[src/rtl/uart_rx_fifo.sv]
// -----------------------------------------------------------------------------
// uart_rx_fifo
//   Receive end of the project UART link. Deserialises the 8N1 stream produced
//   by uart_tx2 (sampled at mid-bit on the shared bit-rate clock), queues each
//   good byte in a small FIFO and presents the head on a valid/ready handshake.
//
//   Optional feature: define UART_RX_PARITY_EN to expect one even-parity bit
//   between the data bits and the stop bit (11-bit frame). Without it the
//   frame is 10 bits and parity_err is held 0.
//
// Ports
//   clk         in   bit-rate clock, rising edge
//   rst_n       in   asynchronous active-low reset
//   data_in     in   serial line, idles high
//   out_data    out  byte at the FIFO head (0 when empty)
//   out_valid   out  FIFO not empty
//   out_ready   in   consumer takes out_data when out_valid && out_ready
//   fifo_count  out  number of queued bytes, 0..FIFO_DEPTH
//   busy        out  receiver FSM not idle
//   frame_err   out  1-cycle pulse: stop bit sampled low
//   overflow    out  1-cycle pulse: good byte dropped, FIFO full
//   parity_err  out  1-cycle pulse: parity mismatch (0 without the macro)
// -----------------------------------------------------------------------------
module uart_rx_fifo #(
  parameter int CLKS_PER_BIT = 16,
  parameter int FIFO_DEPTH   = 4,
  parameter int SYNC_STAGES  = 2
) (
  input  logic                          clk,
  input  logic                          rst_n,
  input  logic                          data_in,
  output logic [7:0]                    out_data,
  output logic                          out_valid,
  input  logic                          out_ready,
  output logic [$clog2(FIFO_DEPTH):0]   fifo_count,
  output logic                          busy,
  output logic                          frame_err,
  output logic                          overflow,
  output logic                          parity_err
);

  localparam int          PW        = $clog2(FIFO_DEPTH);
  localparam logic [15:0] BIT_LAST  = 16'(CLKS_PER_BIT - 1);
  localparam logic [15:0] HALF_LAST = 16'(CLKS_PER_BIT / 2 - 1);

  localparam logic [2:0] S_IDLE      = 3'd0;
  localparam logic [2:0] S_START     = 3'd1;
  localparam logic [2:0] S_DATA      = 3'd2;
`ifdef UART_RX_PARITY_EN
  localparam logic [2:0] S_PARITY    = 3'd3;
`endif
  localparam logic [2:0] S_STOP      = 3'd4;
  localparam logic [2:0] S_WAIT_HIGH = 3'd5;

  // ---------------------------------------------------------------------------
  // Input synchroniser; resets to the idle (high) line level so that reset
  // release never looks like a start bit.
  // ---------------------------------------------------------------------------
  logic [SYNC_STAGES-1:0] sync_q;
  logic                   rxs;

  // NOTE: every clocked block uses non-blocking (<=) assignments so that all
  // flops update together from pre-edge values; blocking here would create
  // order-dependent simulation and mismatch the synthesised netlist.
  always_ff @(posedge clk or negedge rst_n) begin
    if (!rst_n) sync_q <= '1;
    else        sync_q <= {sync_q[SYNC_STAGES-2:0], data_in};
  end

  assign rxs = sync_q[SYNC_STAGES-1];

  // ---------------------------------------------------------------------------
  // Receiver FSM
  // ---------------------------------------------------------------------------
  logic [2:0]  state;
  logic [15:0] bcnt;
  logic [2:0]  bitidx;
  logic [7:0]  sh;
  logic        stop_sample;
  logic        par_bad;
  logic        push;

`ifdef UART_RX_PARITY_EN
  logic par_bit;
  // Even parity: data ones plus the parity bit must be even.
  assign par_bad = par_bit != (^sh);
`else
  assign par_bad = 1'b0;
`endif

  assign stop_sample = (state == S_STOP) && (bcnt == BIT_LAST);
  assign push        = stop_sample && rxs && !par_bad;
  assign busy        = (state != S_IDLE);

  always_ff @(posedge clk or negedge rst_n) begin
    if (!rst_n) begin
      state  <= S_IDLE;
      bcnt   <= '0;
      bitidx <= '0;
      sh     <= '0;
`ifdef UART_RX_PARITY_EN
      par_bit <= 1'b0;
`endif
    end else begin
      case (state)
        S_IDLE: begin
          if (!rxs) begin
            state <= S_START;
            bcnt  <= '0;
          end
        end
        S_START: begin
          if (bcnt == HALF_LAST) begin
            // Still low at mid start bit: real frame. Otherwise a glitch.
            state  <= rxs ? S_IDLE : S_DATA;
            bcnt   <= '0;
            bitidx <= '0;
          end else begin
            bcnt <= bcnt + 16'd1;
          end
        end
        S_DATA: begin
          if (bcnt == BIT_LAST) begin
            sh     <= {rxs, sh[7:1]};
            bcnt   <= '0;
            bitidx <= bitidx + 3'd1;
            if (bitidx == 3'd7) begin
`ifdef UART_RX_PARITY_EN
              state <= S_PARITY;
`else
              state <= S_STOP;
`endif
            end
          end else begin
            bcnt <= bcnt + 16'd1;
          end
        end
`ifdef UART_RX_PARITY_EN
        S_PARITY: begin
          if (bcnt == BIT_LAST) begin
            par_bit <= rxs;
            bcnt    <= '0;
            state   <= S_STOP;
          end else begin
            bcnt <= bcnt + 16'd1;
          end
        end
`endif
        S_STOP: begin
          // Leaving at mid stop bit gives half a bit of slack before the next
          // start edge of a back-to-back frame.
          if (bcnt == BIT_LAST) begin
            bcnt  <= '0;
            state <= rxs ? S_IDLE : S_WAIT_HIGH;
          end else begin
            bcnt <= bcnt + 16'd1;
          end
        end
        S_WAIT_HIGH: begin
          // A held-low break produces one frame_err, then waits out the line.
          if (rxs) state <= S_IDLE;
        end
        default: state <= S_IDLE;
      endcase
    end
  end

  // ---------------------------------------------------------------------------
  // FIFO
  // ---------------------------------------------------------------------------
  logic [7:0]    mem [FIFO_DEPTH];
  logic [PW-1:0] wr_ptr, rd_ptr;
  logic          full, pop, wr_en;

  assign full      = (fifo_count == (PW+1)'(FIFO_DEPTH));
  assign out_valid = (fifo_count != '0);
  assign pop       = out_valid && out_ready;
  // When full, a same-cycle pop frees the head slot, which is the write slot.
  assign wr_en     = push && (!full || pop);
  assign out_data  = out_valid ? mem[rd_ptr] : 8'h00;

  // NOTE: the storage array has no reset; out_data is gated by out_valid, so
  // stale entries are never visible and the array can map to plain RAM/flops
  // without a reset network.
  always_ff @(posedge clk) begin
    if (wr_en) mem[wr_ptr] <= sh;
  end

  always_ff @(posedge clk or negedge rst_n) begin
    if (!rst_n) begin
      wr_ptr     <= '0;
      rd_ptr     <= '0;
      fifo_count <= '0;
      frame_err  <= 1'b0;
      overflow   <= 1'b0;
      parity_err <= 1'b0;
    end else begin
      if (wr_en) wr_ptr <= wr_ptr + 1'b1;
      if (pop)   rd_ptr <= rd_ptr + 1'b1;
      case ({wr_en, pop})
        2'b10:   fifo_count <= fifo_count + 1'b1;
        2'b01:   fifo_count <= fifo_count - 1'b1;
        default: fifo_count <= fifo_count;
      endcase
      frame_err  <= stop_sample && !rxs;
      parity_err <= stop_sample && rxs && par_bad;
      overflow   <= push && full && !pop;
    end
  end

endmodule

[config.mk]
export PLATFORM = sky130hd
export DESIGN_NAME = uart_rx_fifo
export DESIGN_NICKNAME = d
export VERILOG_FILES = /design/src/rtl/uart_rx_fifo.sv
export SDC_FILE = /design/constraint.sdc
export NUM_CORES = 1
export LEC_CHECK = 0
export CAP_MARGIN = 30
export CORE_ASPECT_RATIO = 0.5
export CORE_UTILIZATION = 45
export DETAILED_ROUTE_END_ITERATION = 16
export PLACE_DENSITY = 0.71
export SETUP_SLACK_MARGIN = 0.15
export SLEW_MARGIN = 10
export SYNTH_ARGS = -nofsm -noshare
export SYNTH_HDL_FRONTEND = slang
export SYNTH_SLANG_ARGS = --single-unit
[constraint.sdc]
create_clock -name clk -period 3.9 [get_ports clk]
set_input_delay 0.585 -clock clk [delete_from_list [all_inputs] [get_ports clk]]
set_output_delay 0.585 -clock clk [all_outputs]
set_load 0.005 [all_outputs]
; After elaboration in Yosys (flattened, before gate mapping)
; Memory sizes are Yosys's and may differ from the RTL's.
; Cells that the tools add are included.
[totals]
out_inout_bits = 16
ram_bits = 32
wordCells = 75
inputBits = 4
ff_bits = 41
n_memories = 1
[op_classes]
n_addsub = 6
n_reduce_logical = 22
muxes = 20
eq_ne = 16
[mem_list]
columns = memory, words, width, rd, rd_clocked_by_memory_dff, wr, line
row1 = mem, 4, 8, 1, 0, 1, 171  ; logic [7:0] mem [FIFO_DEPTH];
[ops]
columns = cell, n
row1 = $mux W16, 3
row2 = $pmux W16 S3, 1
row3 = $mux W3, 9
row4 = $add A16 B1 Y16 const B, 1
row5 = $eq A16 B3 Y1 const B, 1
row6 = $eq A16 B4 Y1 const B, 1
row7 = $pmux W3 S5, 1
row8 = $eq A3 B3 Y1 const B, 4
row9 = $pmux W3 S2, 2
row10 = $ne A2 B2 Y1 const B, 5
row11 = $reduce_bool A3 Y1, 3
row12 = $mux W8, 1
row13 = $logic_and A1 B1 Y1, 7
row14 = $add A3 B1 Y3 const B, 2
row15 = $reduce_and A6 Y1, 1
row16 = $add A2 B1 Y2 const B, 2
row17 = $reduce_and A2 Y1, 2
row18 = $reduce_bool A2 Y1, 2
row19 = $eq A3 B1 Y1 const B, 1
row20 = $eq A3 B2 Y1 const B, 1
row21 = $logic_not A1 Y1, 3
row22 = $logic_not A3 Y1, 1
row23 = $reduce_and A3 Y1, 1
row24 = $sub A3 B1 Y3 const B, 1
row25 = 7 further kinds, 8

; Depth between registers and ports, before layout
; Gate-level depths: netlist of run 1.
[depth]
depth_word = 6
depth_mapped = 10
depth_no_buf = 10

; Least setup slack after synthesis of run 1
; OpenSTA, ideal clock, no wires.
[synth_path]
path_type = flip-flop to flip-flop
from = register bcnt[0]
to = register fifo_count[2]
period_less_slack_ps = 2403
setup_slack_ps = 1497
path_stages_with_launch = 11
arrival_ps = 2317
n_path_buf = 0
path_cell_list = dfrtp_1 -> ha_1 -> and3_4 -> nand3_1 -> nor2_4 -> nor2_1 -> fa_1 -> nand2b_1 -> or3_1 -> o22a_1 -> o211ai_1
[synth_via]
elab_chain_len = 6
elab_cells_between_ends = 8
[synth_rtl]
columns = item, line
row1 = start: declaration, 76  ; logic [15:0] bcnt;
row2 = start signal: assignment, 119  ; bcnt <= bcnt + 16'd1;
row3 = start signal: assignment, 135  ; bcnt <= bcnt + 16'd1;
row4 = start signal: assignment, 156  ; bcnt <= bcnt + 16'd1;
row5 = $eq A16 B4 Y1 *, 91  ; assign stop_sample = (state == S_STOP) && (bcnt == BIT_LAST);
row6 = $logic_and A1 B1 Y1 *, 91
row7 = $logic_and A1 B1 Y1 *, --
row8 = $logic_and A1 B1 Y1 *, 179  ; assign wr_en = push && (!full || pop);
row9 = $eq A2 B1 Y1 / $eq A2 B2 Y1 (equally long branches), 200  ; case ({wr_en, pop})
row10 = $pmux W3 S2 / $reduce_bool A2 Y1 (equally long branches), --
row11 = end signal: assignment, 201  ; 2'b10: fifo_count <= fifo_count + 1'b1;
row12 = end signal: assignment, 202  ; 2'b01: fifo_count <= fifo_count - 1'b1;
row13 = end signal: assignment, 203  ; default: fifo_count <= fifo_count;
row14 = end: declaration, 35  ; output logic [$clog2(FIFO_DEPTH):0] fifo_count,
; Every way passes the cells marked *; elsewhere a longest branch is shown, timed or not.
; A chain may end at the register's enable or synchronous reset.

; Worst setup path in the final report of run 1
[layout_path]
from = register rd_ptr[0]
to = output port out_data[7]
[layout_via]
elab_chain_len = 2
[layout_rtl]
columns = item, line
row1 = start: declaration, 172  ; logic [PW-1:0] wr_ptr, rd_ptr;
row2 = start signal: assignment, 199  ; if (pop) rd_ptr <= rd_ptr + 1'b1;
row3 = $mem_v2 Z4 W8, --
row4 = $mux W8, 180  ; assign out_data = out_valid ? mem[rd_ptr] : 8'h00;
row5 = end: declaration, 32  ; output logic [7:0] out_data,
; Every way passes these cells.

==> results of run 1 <==
-- cell usage after synthesis, types with 5 or more instances --
master | n | area [um^2]
nor3_1 | 5 | 25.0
nand4_1 | 6 | 37.5
edfxtp_1 | 32 | 961
or3_1 | 6 | 37.5
nand2_1 | 14 | 52.6
and2_1 | 13 | 81.3
nand3_1 | 11 | 55.1
nand2b_1 | 5 | 31.3
dfrtp_1 | 39 | 976
ha_1 | 7 | 87.6
nor2_1 | 20 | 75.1
mux2_2 | 8 | 90.1
o21ai_0 | 9 | 45.0
a21oi_1 | 5 | 25.0
mux4_2 | 8 | 180
-- worst max-delay path, delay by kind of cell (launching register included) --
family        cells  cell delay (ns)
simple gates      1             0.18
mux               1             0.60
buf+inv           1             0.44
flops             1             0.74
-- final cells by class --
class,instances,area (um^2)
clock buffers,10,229
clock inverters,6,90.1
fillers,590,3330
inverters,4,15.0
multi-input cells,189,1490
flip-flops and latches,73,1990
well taps,108,135
repair buffers,20,210
-- path summary, 6_finish.rpt --
check,from,to
max,rd_ptr[0],out_data[7]
min,rst_n,bcnt[5]
max reg2reg,bcnt[0],fifo_count[2]
min reg2reg,sync_q[0],sync_q[1]
max in group asynchronous,rst_n,sync_q[1]
min in group clk,sync_q[0],sync_q[1]
-- flip-flops by register name, indices dropped and copies added (netlist names) --
signal and flops:
state 3, rd_ptr 2, frame_err 1, bitidx 3
mem 32, sh 8, fifo_count 3, bcnt 16
wr_ptr 2, overflow 1, sync_q 2
-- power by group through the flow --
| stage | registers [mW] | clock network, mW | logic [mW] |
|---|---|---|---|
| 2_1_floorplan | 0.982 | 0 | 0.438 |
| 3_3_place_gp | 1.07 | 0 | 0.524 |
| 3_5_place_dp | 1.08 | 0 | 0.540 |
| 4_1_cts | 1.07 | 0.896 | 0.542 |
| 5_1_grt | 1.09 | 0.928 | 0.602 |
| 6_report | 1.07 | 0.885 | 0.542 |
-- metrics by stage --
step / util, % / cell area, um^2 / setup slack [ns]
floorplan: - / 3570 / 1.50
global placement: 50.8 / 3800 / 1.33
detailed placement: 50.8 / 3800 / 1.21
CTS: 55.0 / 4120 / 0.987
global route: 55.5 / 4160 / 0.899
finish: 55.5 / 4160 / 1.04
-- kinds of logic (layout without fill, tap and decap cells) --
kind of cell,Yosys count,count (layout),share of synthesized area (%)
flip-flops,73,73,55.8
XOR/XNOR,8,8,1.96
other,1,1,0.105
adder cells (fa/ha/maj),8,8,3.02
multiplexers,21,21,9.12
AND/OR/NAND/NOR,110,110,19.1
AO/OA/AOI/OAI,41,41,8.42
buffers and inverters,16,40,2.56
-- metal layers --
| layer | up-vias | GRT usage (%) | wire, um |
|---|---|---|---|
| li1 | 1080 | - | - |
| met1 | 1144 | 21.6 | 2960 |
| met2 | 50 | 29.8 | 3250 |
| met3 | 4 | 4.46 | 217 |
| met4 | 0 | 4.41 | 57 |
| met5 | - | 0 | 0 |
==> summary by stage, run 1 <==
Setup path
The cell count of the worst reg-to-reg path is 10. In this run the register-to-register setup slack is 1.19 ns. The signal on the critical path passes through mux4_2 -> and2_1 -> clkdlybuf4s50_1. The worst setup path is captured at a primary output. The slowest stage of the critical path belongs to the cell dfrtp_1. At the worst endpoint, the arrival time is approximately 2.3 ns. The peak per-stage delay on the critical path is 0.74 ns. The critical path is of the reg2out type.

STA puts the critical path data required time at ~3.3 ns. The startpoint type of the worst setup path is a flop. The largest fanout on the critical path is 10.

Power and ir drop
Sequential cells burn between 40% and 50% of the power. The analysis attributes to net switching a power of around 700 uW. The final total power is approximately 2.5 mW.

The reported leakage power is about 1.6 nW. The share of total power in combinational logic is around 22%. In this run, the clock network consumes approximately 36% of the power.

Of the total power, the share spent switching nets is between 20% and 30%. Power spread over the standard cell area amounts to about 600 mW/mm^2. The internal power is between 1.5 and 2 mW. VDD sags by at most between 0.2 and 0.3 mV.

Yosys
The fraction of registers with async set/reset is 56.2%. The count of mapped cells out of synthesis is 278. The dominant register cell in the synthesized netlist is dfrtp_1. The share of synthesized area occupied by flip-flops and latches is 55.8%.

Each instance of the synthesized netlist takes up on average approximately 13 um^2. The number of warnings printed during yosys synthesis is 0. The distinct cell type count after synthesis is 64. The combined area of all synthesized cells is 0.00357 mm^2. The number of flops mapped to enable cells by yosys is 32. The total nets after synthesis is slightly below 300. The register bit count reported by yosys is 73.

Routing
The wire length after detailed routing is roughly 6500 um. The number of design rule violations left after detail routing is 0. The number of nets still failing antenna checks after routing is 0. After detailed routing, the average wire length per cell comes to approximately 16 um. The number of vias per cell after detailed routing is between 5 and 6. The first detailed-routing pass ran for 5 iterations. The total vias in the final route is approximately 2300. The detailed router finished its first iteration with 126 violations.

Clock network
The root buffer cell is clkbuf_16. The hold buffer count at CTS is 0. For the worst-skew pair, the clock arrives at the later sink with an insertion delay of between 0.3 and 0.4 ns. The post-cts gate resize count is 0.

The number of post-CTS setup repair buffers is 0. Counting every sink on the clock net gives 73. TritonCTS built the clock tree. In this run, CTS created clock tree buffers numbering 9. The number of levels in the clock H-tree is 3.

The clock slew seen by the registers of the worst setup and hold paths is 0.06 ns. The maximum buffer depth of the clock tree is 2.

Die
The cell row count is 22. The full die area is about 0.0083 mm^2. The I/O pin count is 20. The die is 65.0 um tall. From left edge to right edge, the die measures between 100 and 150 um. The starting density of the core is a little under half. The core region is 0.00749 mm^2.

STA
The worst clock skew on the final layout is between 0.005 and 0.006 ns. The number of endpoints with negative hold slack in the final report is 0. For the pin with the worst max-slew slack, the measured transition is about 0.62 ns. In the final timing run, aggregate negative setup slack is 0 ns. Setup repair after global routing left no endpoint under its margin. The total count of max-transition violations in the final report is 0. The smallest clock period supported by the final layout is computed as around 2.9 ns. Derived from the worst setup path, the maximum achievable clock frequency is about 350 MHz.

The worst hold margin is about 0.23 ns. The fraction of the cycle the final worst path needs is approximately 73%. Setup violations remaining at the end of the flow were counted as 0. Measured against its own limit, the worst slew margin works out to 58.8%.

Place
The congestion estimate from routability-driven global placement came to ~0.8. Port buffering added 18 buffers. The estimated wirelength of the detail-placed design is about 4200 um.

The cell total after placement is 392.

Job
The reported max-cap violation count is 0.

Layout
After the flow finishes, the layout carries non-filler instances totaling 410. The repair_antennas step left the layout with diodes totalling 0. Leaving out fill and tap cells, the most frequent cell in the layout is dfrtp_1.

The fraction of layout cells with a size suffix above 1 is 17.9%. The top cell types in the final layout, fill and taps aside, are dfrtp_1, edfxtp_1, nor2_1. The number of nets in the layout is about 300. The area growth from synthesis to final layout is 16.5%.

GRT
The number of antenna violations at the first check in global routing is 0. The first global-routing pass estimated about 11000 um of wire. The global-route congestion overflow total is 0. The maximum number of pins on one net before global-route repair is 42. In the global route stage, overall resource usage came out at 17.2%. The via count of the first global-routing pass came to approximately 2200.

Worst hold path
The type of the tightest min-delay check is in2async.

Outcome
The flow ran to the end, and the final reports show no timing, DRC or antenna violations.
(Power assumes the default switching activity.)
==> run 2: changes to the inputs <==
--- a/config.mk
+++ b/config.mk
@@ -9,7 +9,7 @@
 export CORE_ASPECT_RATIO = 0.5
 export CORE_UTILIZATION = 45
 export DETAILED_ROUTE_END_ITERATION = 16
-export PLACE_DENSITY = 0.71
+export PLACE_DENSITY = 0.73
 export SETUP_SLACK_MARGIN = 0.15
 export SLEW_MARGIN = 10
 export SYNTH_ARGS = -nofsm -noshare
==> constraint.sdc (replaced) <==
create_clock -name clk -period 2.3 [get_ports clk]
set_input_delay 0.345 -clock clk [delete_from_list [all_inputs] [get_ports clk]]
set_output_delay 0.345 -clock clk [all_outputs]
set_load 0.005 [all_outputs]
==> run 2 against run 1 <==
Against the previous run: clock skew about the same; clock power increased by 68%; utilization increased by 4.6 points; first-iteration DRC count increased by 6.3%; sequential share of layout area decreased by 3.6 points; clock-buffer cell count unchanged; combinational power increased by 150%; sequential power increased by 59%; non-clock buffer count increased by 38; critical endpoint is now fifo_count[2]; largest power group unchanged.
==> summary by stage, run 2 (synthesized netlist as in run 1, its figures left out) <==
Outcome
The flow ran to the end, and the final reports show no timing, DRC or antenna violations.

Routing
The DRC marker count from the first detailed-route iteration was 134 (+6.3%). The routed wirelength normalized by instance count came to 16.1 um (+1.8%). The number of iterations in the first detailed-routing pass is 4 (-1).

The number of nets still failing antenna checks after routing came to 0 (unchanged). The total vias in the final route came to 2473 (+8.6%). The wire length after detailed routing is 7220 um (+11%). The number of vias per cell after detailed routing is 5.52 (-0.65%). The number of design rule violations left after detail routing is 0 (unchanged).

Die
The starting density of the core is 47.7% (unchanged). The width of the die came to 128 um (unchanged). The height of the die is 65.0 um (unchanged). The cell row count is 22 (unchanged). The I/O pin count is 20 (unchanged).

The full die area came to 0.00831 mm^2 (unchanged). The area inside the core boundary was 0.00749 mm^2 (unchanged).

Place
The estimated wirelength of the detail-placed design was 4810 um (+16%). The post-placement cell area is 0.00406 mm^2 (+6.6%). The count of input and output buffers is 18 (unchanged). The cell total after placement is 420 (+7.1%). The routability congestion estimate is 0.846 (+5.7%).

Setup path
The peak per-stage delay on the critical path is 0.54 ns (-0.20 ns). The number of buffer and inverter stages on the critical path is 0 (-1). The largest fanout on the critical path is 3 (-7). The startpoint type of the worst setup path is a flop. The dominant delay contributor by cell family on the critical path is simple AND/OR/NAND/NOR gates. The capture point of the critical path is fifo_count[2]. The setup slack of the worst register-to-register path is 0.04 ns (-1.15 ns).

On the critical path, the stage with the largest delay is an instance of dfstp_2. The start of the worst register-to-register path is sync_q[1]. The number of logic stages on the critical path including buffering is 9 (+6).

The worst setup path category is reg2reg. The launching instance or port of the critical path is sync_q[1]. The arrival time of the worst setup path is 2.50 ns (+0.23 ns). The endpoint identified for the worst register-to-register timing path is fifo_count[2]. The critical path capture point type is a flop.

The signal on the critical path passes through and4bb_2 -> nand3_4 -> nor2_4 -> nor2_2 -> fa_2 -> nand2b_4 -> or3_1 -> o22a_1 -> o211ai_1. The cell count of the worst reg-to-reg path is 9 (-1). The data required time at the worst endpoint is 2.54 ns (-0.77 ns).

Layout
From synthesis to final layout, the design area changed by 26.1%. The count of fill cells added during filler insertion is 578 (-2.0%). The register containing the most flip-flops in the final layout is mem. In the final layout, the registers with the most flip-flops are mem x32, bcnt x16, sh x8. In the layout the commonest cells are dfrtp_1, buf_4, edfxtp_1. The number of flip-flops under the largest register name was 32 (unchanged). The share of the core filled with cells is 60.1% (+4.6 points). The most common library cell in the layout ignoring fill and taps is dfrtp_1. The fraction of layout cells with a size suffix above 1 came to 32.9% (+15 points).

The number of nets in the layout is 347 (+12%). The number of cells in the finished layout apart from fillers is 448 (+9.3%). The total non-filler cell area in the finished layout came to 0.00450 mm^2 (+8.3%). The count of antenna diodes in the layout was 0 (unchanged).

Clock network
Clock tree synthesis selected as its root buffer the cell clkbuf_16. The number of buffers inserted during clock tree synthesis was 9 (unchanged). The hold buffer count at CTS came to 0 (unchanged).

The maximum buffer depth of the clock tree was 2 (unchanged). The clock slew seen by the registers of the worst setup and hold paths is 0.06 ns (about the same). The clock latency on the worst-skew pair is 0.33 ns (about the same).

The clock sink count is 73 (unchanged). TritonCTS built the clock tree. The number of levels in the clock H-tree is 3 (unchanged).

STA
The total count of max-transition violations in the final report is 0 (unchanged). The clock period minus worst slack is roughly 2.3 ns. The worst clock skew on the final layout is 0.00597 ns (+0.0000439 ns). The number of endpoints with negative hold slack in the final report is 0 (unchanged). The achievable clock frequency is between 400 and 500 MHz. Setup repair after global routing could not meet its margin everywhere. The fraction of the cycle the final worst path needs is between 90% and 100%. The count of endpoints failing setup in the final report was 0 (unchanged).

GRT
The global-route congestion overflow total is 0 (unchanged). The wire length of the first global-routing pass is 11800 um (+7.8%). The number of antenna violations at the first check in global routing came to 0 (unchanged). The maximum number of pins on one net before global-route repair is 22 (-48%).

The total routing resource utilization after global routing is 18.7% (+1.5 points). The via count of the first global-routing pass is 2414 (+8.4%).

Job
The reported max-cap violation count is 0 (unchanged).

Power and ir drop
The reported leakage power was 1.85 nW (+14%). The worst IR drop on VDD is 0.402 mV (+42%). The cell area power density came to 1000 mW/mm^2 (+67%).

Worst hold path
The type of the tightest min-delay check is in2async.
## run 2: cell count changes in the layout (fill, tap and decap cells not counted), sizes merged
cell and delta:
clkbuf +6, buf +39, inv -1, clkinv +1, clkdlybuf4s50 -8, clkdlybuf4s15 +1
## run 2: timing repair
action,in CTS,in global routing
pin swaps,4,9
setup endpoints to repair,41,43
setup buffers,7,5
resized for setup,11,29
cloned,0,0
## run 2: cell type report
type                    instances  area [um^2]  area share, %
flip-flops and latches         73         1990           44.3
clock buffers                  10          229           5.09
repair buffers                 58          474           10.5
multi-input cells             189         1570           34.8
inverters                       4         15.0          0.334
well taps                     108          135           3.00
clock inverters                 6         90.1           2.00
## run 2: per-layer routing
metal / vias up / global-route usage, % / part of all wire, %
met5: - / 0 / 0
met4: 0 / 7.79 / 1.4
met3: 8 / 3.47 / 3.4
met2: 60 / 32.9 / 50
met1: 1257 / 23.1 / 45
li1: 1148 / - / -
## run 2: how the worst min path moves through the flow
stage              start         to  slack, ns  cells past startpoint
3_3_place_gp       rst_n    bcnt[2]       0.34                      2
3_5_place_dp   sync_q[0]  sync_q[1]       0.35                      0
5_1_grt            rst_n    bcnt[7]       0.02                      2
6_report           rst_n    bcnt[7]      0.004                      2
4_1_cts            rst_n    bcnt[6]      0.009                      2
2_1_floorplan      rst_n    bcnt[0]       0.05                      0
## run 2: worst reg2reg max path, stage by stage (launching register included)
cell      delay, ns
dfstp_2        0.54
and4bb_2       0.28
nand3_4        0.10
nor2_4         0.13
nor2_2         0.05
fa_2           0.35
nand2b_4       0.15
or3_1          0.32
o22a_1         0.18
o211ai_1       0.09
## run 2: per-stage QoR
step / TNS (ns) / worst slack (ns) / total power, mW / hold WS [ns]
floorplan: 0 / 0.00955 / 2.45 / 0.0494
global placement: 0 / 0.102 / 2.91 / 0.342
detailed placement: 0 / 0.0447 / 2.96 / 0.353
CTS: 0 / 0.0496 / 4.47 / 0.00884
global route: -0.0287 / -0.0287 / 4.74 / 0.0220
finish: 0 / 0.0365 / 4.52 / 0.00382
## run 2: power breakdown
group | switching, mW | internal, mW
sequential | 0.168 | 1.53
clock | 0.540 | 0.954
combinational | 0.582 | 0.744
total | 1.29 | 3.23
==> run 3: changes to the inputs <==
--- a/config.mk
+++ b/config.mk
@@ -15,3 +15,4 @@
 export SYNTH_ARGS = -nofsm -noshare
 export SYNTH_HDL_FRONTEND = slang
 export SYNTH_SLANG_ARGS = --single-unit
+export TNS_END_PERCENT = 20
==> run 3 against run 2 <==
Against the previous run: wire length is 0.58% lower; worst hold slack worse by 0.0013 ns; worst setup slack worse by 0.0018 ns; flip-flop and latch count stayed put; power is 0.55% lower; combinational power hardly changed; clock-buffer cell count stayed put; critical endpoint unchanged.
==> summary by stage, run 3 (synthesized netlist as in run 1, its figures left out) <==
Outcome
The run finished with clean final reports.

Layout
The area growth from synthesis to final layout is 25.2%. The storage element area is 0.00199 mm^2 (about the same). The count of antenna diodes in the layout was 0 (unchanged). The number of nets in the layout is 344 (-0.86%).

The total area of multi-input combinational cells came to 0.00156 mm^2 (-0.16%). The total non-filler cell area in the finished layout is 0.00447 mm^2 (-0.70%). The fraction of layout cells with a size suffix above 1 is 32.0% (-0.89 points). The register containing the most flip-flops in the final layout is mem. In the final layout, the registers with the most flip-flops are mem x32, bcnt x16, sh x8.

In the layout the commonest cells are dfrtp_1, buf_4, edfxtp_1. The number of flip-flops under the largest register name was 32 (unchanged). The most common library cell in the layout ignoring fill and taps is dfrtp_1. The count of fill cells added during filler insertion came to 589 (+1.9%).

STA
The worst clock skew on the final layout is 0.00722 ns (+0.00125 ns). The achievable clock frequency is 441 MHz (about the same). The setup TNS was 0 ns (unchanged). Setup repair after global routing could not meet its margin everywhere.

The fraction of the cycle the final worst path needs is 98.5% (about the same). The minimum setup slack in the final design is 0.0347 ns (-0.00184 ns). The total count of max-transition violations in the final report is 0 (unchanged). The number of endpoints with negative hold slack in the final report is 0 (unchanged).

The count of endpoints failing setup in the final report came to 0 (unchanged). The clock period minus worst slack is 2.27 ns (+0.00184 ns).

Die
The starting density of the core is 47.7% (unchanged). The width of the die came to 128 um (unchanged). The full die area came to 0.00831 mm^2 (unchanged). The cell row count was 22 (unchanged).

The I/O pin count is 20 (unchanged). The height of the die was 65.0 um (unchanged). The area inside the core boundary was 0.00749 mm^2 (unchanged).

Clock network
The number of buffers inserted during clock tree synthesis was 9 (unchanged). The clock slew seen by the registers of the worst setup and hold paths is 0.06 ns (about the same). The clock latency on the worst-skew pair was 0.33 ns (about the same). The maximum buffer depth of the clock tree is 2 (unchanged).

The root buffer cell is clkbuf_16. The number of levels in the clock H-tree is 3 (unchanged). TritonCTS built the clock tree. The clock sink count is 73 (unchanged).

Routing
The routed wirelength normalized by instance count is 16.1 um (about the same). The number of nets still failing antenna checks after routing came to 0 (unchanged). The number of iterations in the first detailed-routing pass was 4 (unchanged). The wire length after detailed routing is 7180 um (-0.58%). The total vias in the final route is 2431 (-1.7%).

The number of design rule violations left after detail routing is 0 (unchanged). The number of vias per cell after detailed routing is 5.46 (-1.0%). The DRC marker count from the first detailed-route iteration is 162 (+21%).

GRT
The total routing resource utilization after global routing was 18.9% (+0.16 points). The fraction of met3 tracks used by global routing is 3.88% (+0.41 points). The via count of the first global-routing pass is 2425 (+0.46%).

The number of antenna violations at the first check in global routing was 0 (unchanged). The maximum number of pins on one net before global-route repair was 22 (unchanged). The met1 track utilization from global routing came to 23.0% (-0.067 points).

The global-route met2 utilization is 33.1% (+0.20 points). The global-route congestion overflow total is 0 (unchanged). The wire length of the first global-routing pass is 11900 um (+0.83%). met2 is the most crowded layer.

Job
The reported max-cap violation count was 0 (unchanged).

Setup path
The arrival time of the worst setup path is 2.51 ns (about the same). The slowest stage of the critical path is the dfstp_2 cell. The number of buffer and inverter stages on the critical path is 0 (unchanged). On the critical path the largest part of the delay comes from simple AND/OR/NAND/NOR gates. The critical path goes through and4bb_2 -> nand3_4 -> nor2_4 -> nor2_2 -> fa_2 -> nand2b_4 -> or3_1 -> o22a_1 -> o211ai_1. The largest fanout on the critical path is 3 (unchanged).

STA classifies the critical path startpoint as a flop. The start of the worst register-to-register path is sync_q[1]. The launching instance or port of the critical path is sync_q[1]. The data required time at the worst endpoint is 2.54 ns (about the same). The worst setup path category is reg2reg. The critical path capture point type is a flop. The peak per-stage delay on the critical path came to 0.53 ns (about the same).

Power and ir drop
The cell area power density came to 1010 mW/mm^2 (+0.15%). The reported leakage power is 1.83 nW (-0.86%). The worst IR drop on VDD is 0.405 mV (+0.84%).

Place
The post-place setup slack is 0.0447 ns (unchanged). The post-placement cell area is 0.00406 mm^2 (unchanged). The estimated wirelength of the detail-placed design is 4810 um (unchanged). The routability congestion estimate is 0.846 (unchanged). The count of input and output buffers is 18 (unchanged).

Worst hold path
The type of the tightest min-delay check is in2async.
run 3: timing repair:
item                                    4_1_cts  5_1_grt
hold buffers                                  0        0
setup buffers                                 4        5
cloned                                        0        0
resized for setup                            24       12
pin swaps                                     3        3
endpoints found under the setup margin       41       43
run 3: metrics by stage:
step | hold slack (ns) | std cells | power, mW | utilization [%]
after floorplan | 0.0494 | 278 | 2.45 | -
after global placement | 0.342 | 420 | 2.91 | 54.2
after detailed placement | 0.353 | 420 | 2.96 | 54.2
after CTS | 0.00884 | 440 | 4.52 | 59.1
after global routing | 0.0220 | 445 | 4.73 | 59.7
final | 0.00253 | 445 | 4.49 | 59.7
run 3: worst paths after layout:
path                                  to  slack (ns)  cells after the start
setup / recovery           fifo_count[2]        0.03                      9
hold / removal                   bcnt[5]       0.003                      2
setup reg to reg           fifo_count[2]        0.03                      9
hold reg to reg                sync_q[1]        0.36                      0
max in group asynchronous      sync_q[1]        2.01                      2
min in group clk               sync_q[1]        0.36                      0
run 3: metal layers:
| metal | up-vias | wire [um] |
|---|---|---|
| li1 | 1145 | - |
| met1 | 1214 | 3200 |
| met2 | 64 | 3580 |
| met3 | 8 | 300 |
| met4 | 0 | 95 |
| met5 | - | 0 |
run 3: area by class of cell:
type | count | share of cell area, %
inverter | 4 | 0.336
sequential | 73 | 44.6
multi-input combinational | 189 | 35.0
tap | 108 | 3.02
timing repair buffer | 55 | 9.94
clock buffer | 10 | 5.12
clock inverter | 6 | 2.02
run 3: worst register-to-register path, delay by kind of cell (launching register included):
family / cells / cell delay (ns)
fa+ha+maj: 1 / 0.35
flops: 1 / 0.53
simple gates: 6 / 1.01
compound gates: 2 / 0.28
run 3: power by group:
group	switching, mW	internal [mW]	total, mW
sequential	0.170	1.53	1.70
clock	0.537	0.953	1.49
combinational	0.574	0.729	1.30
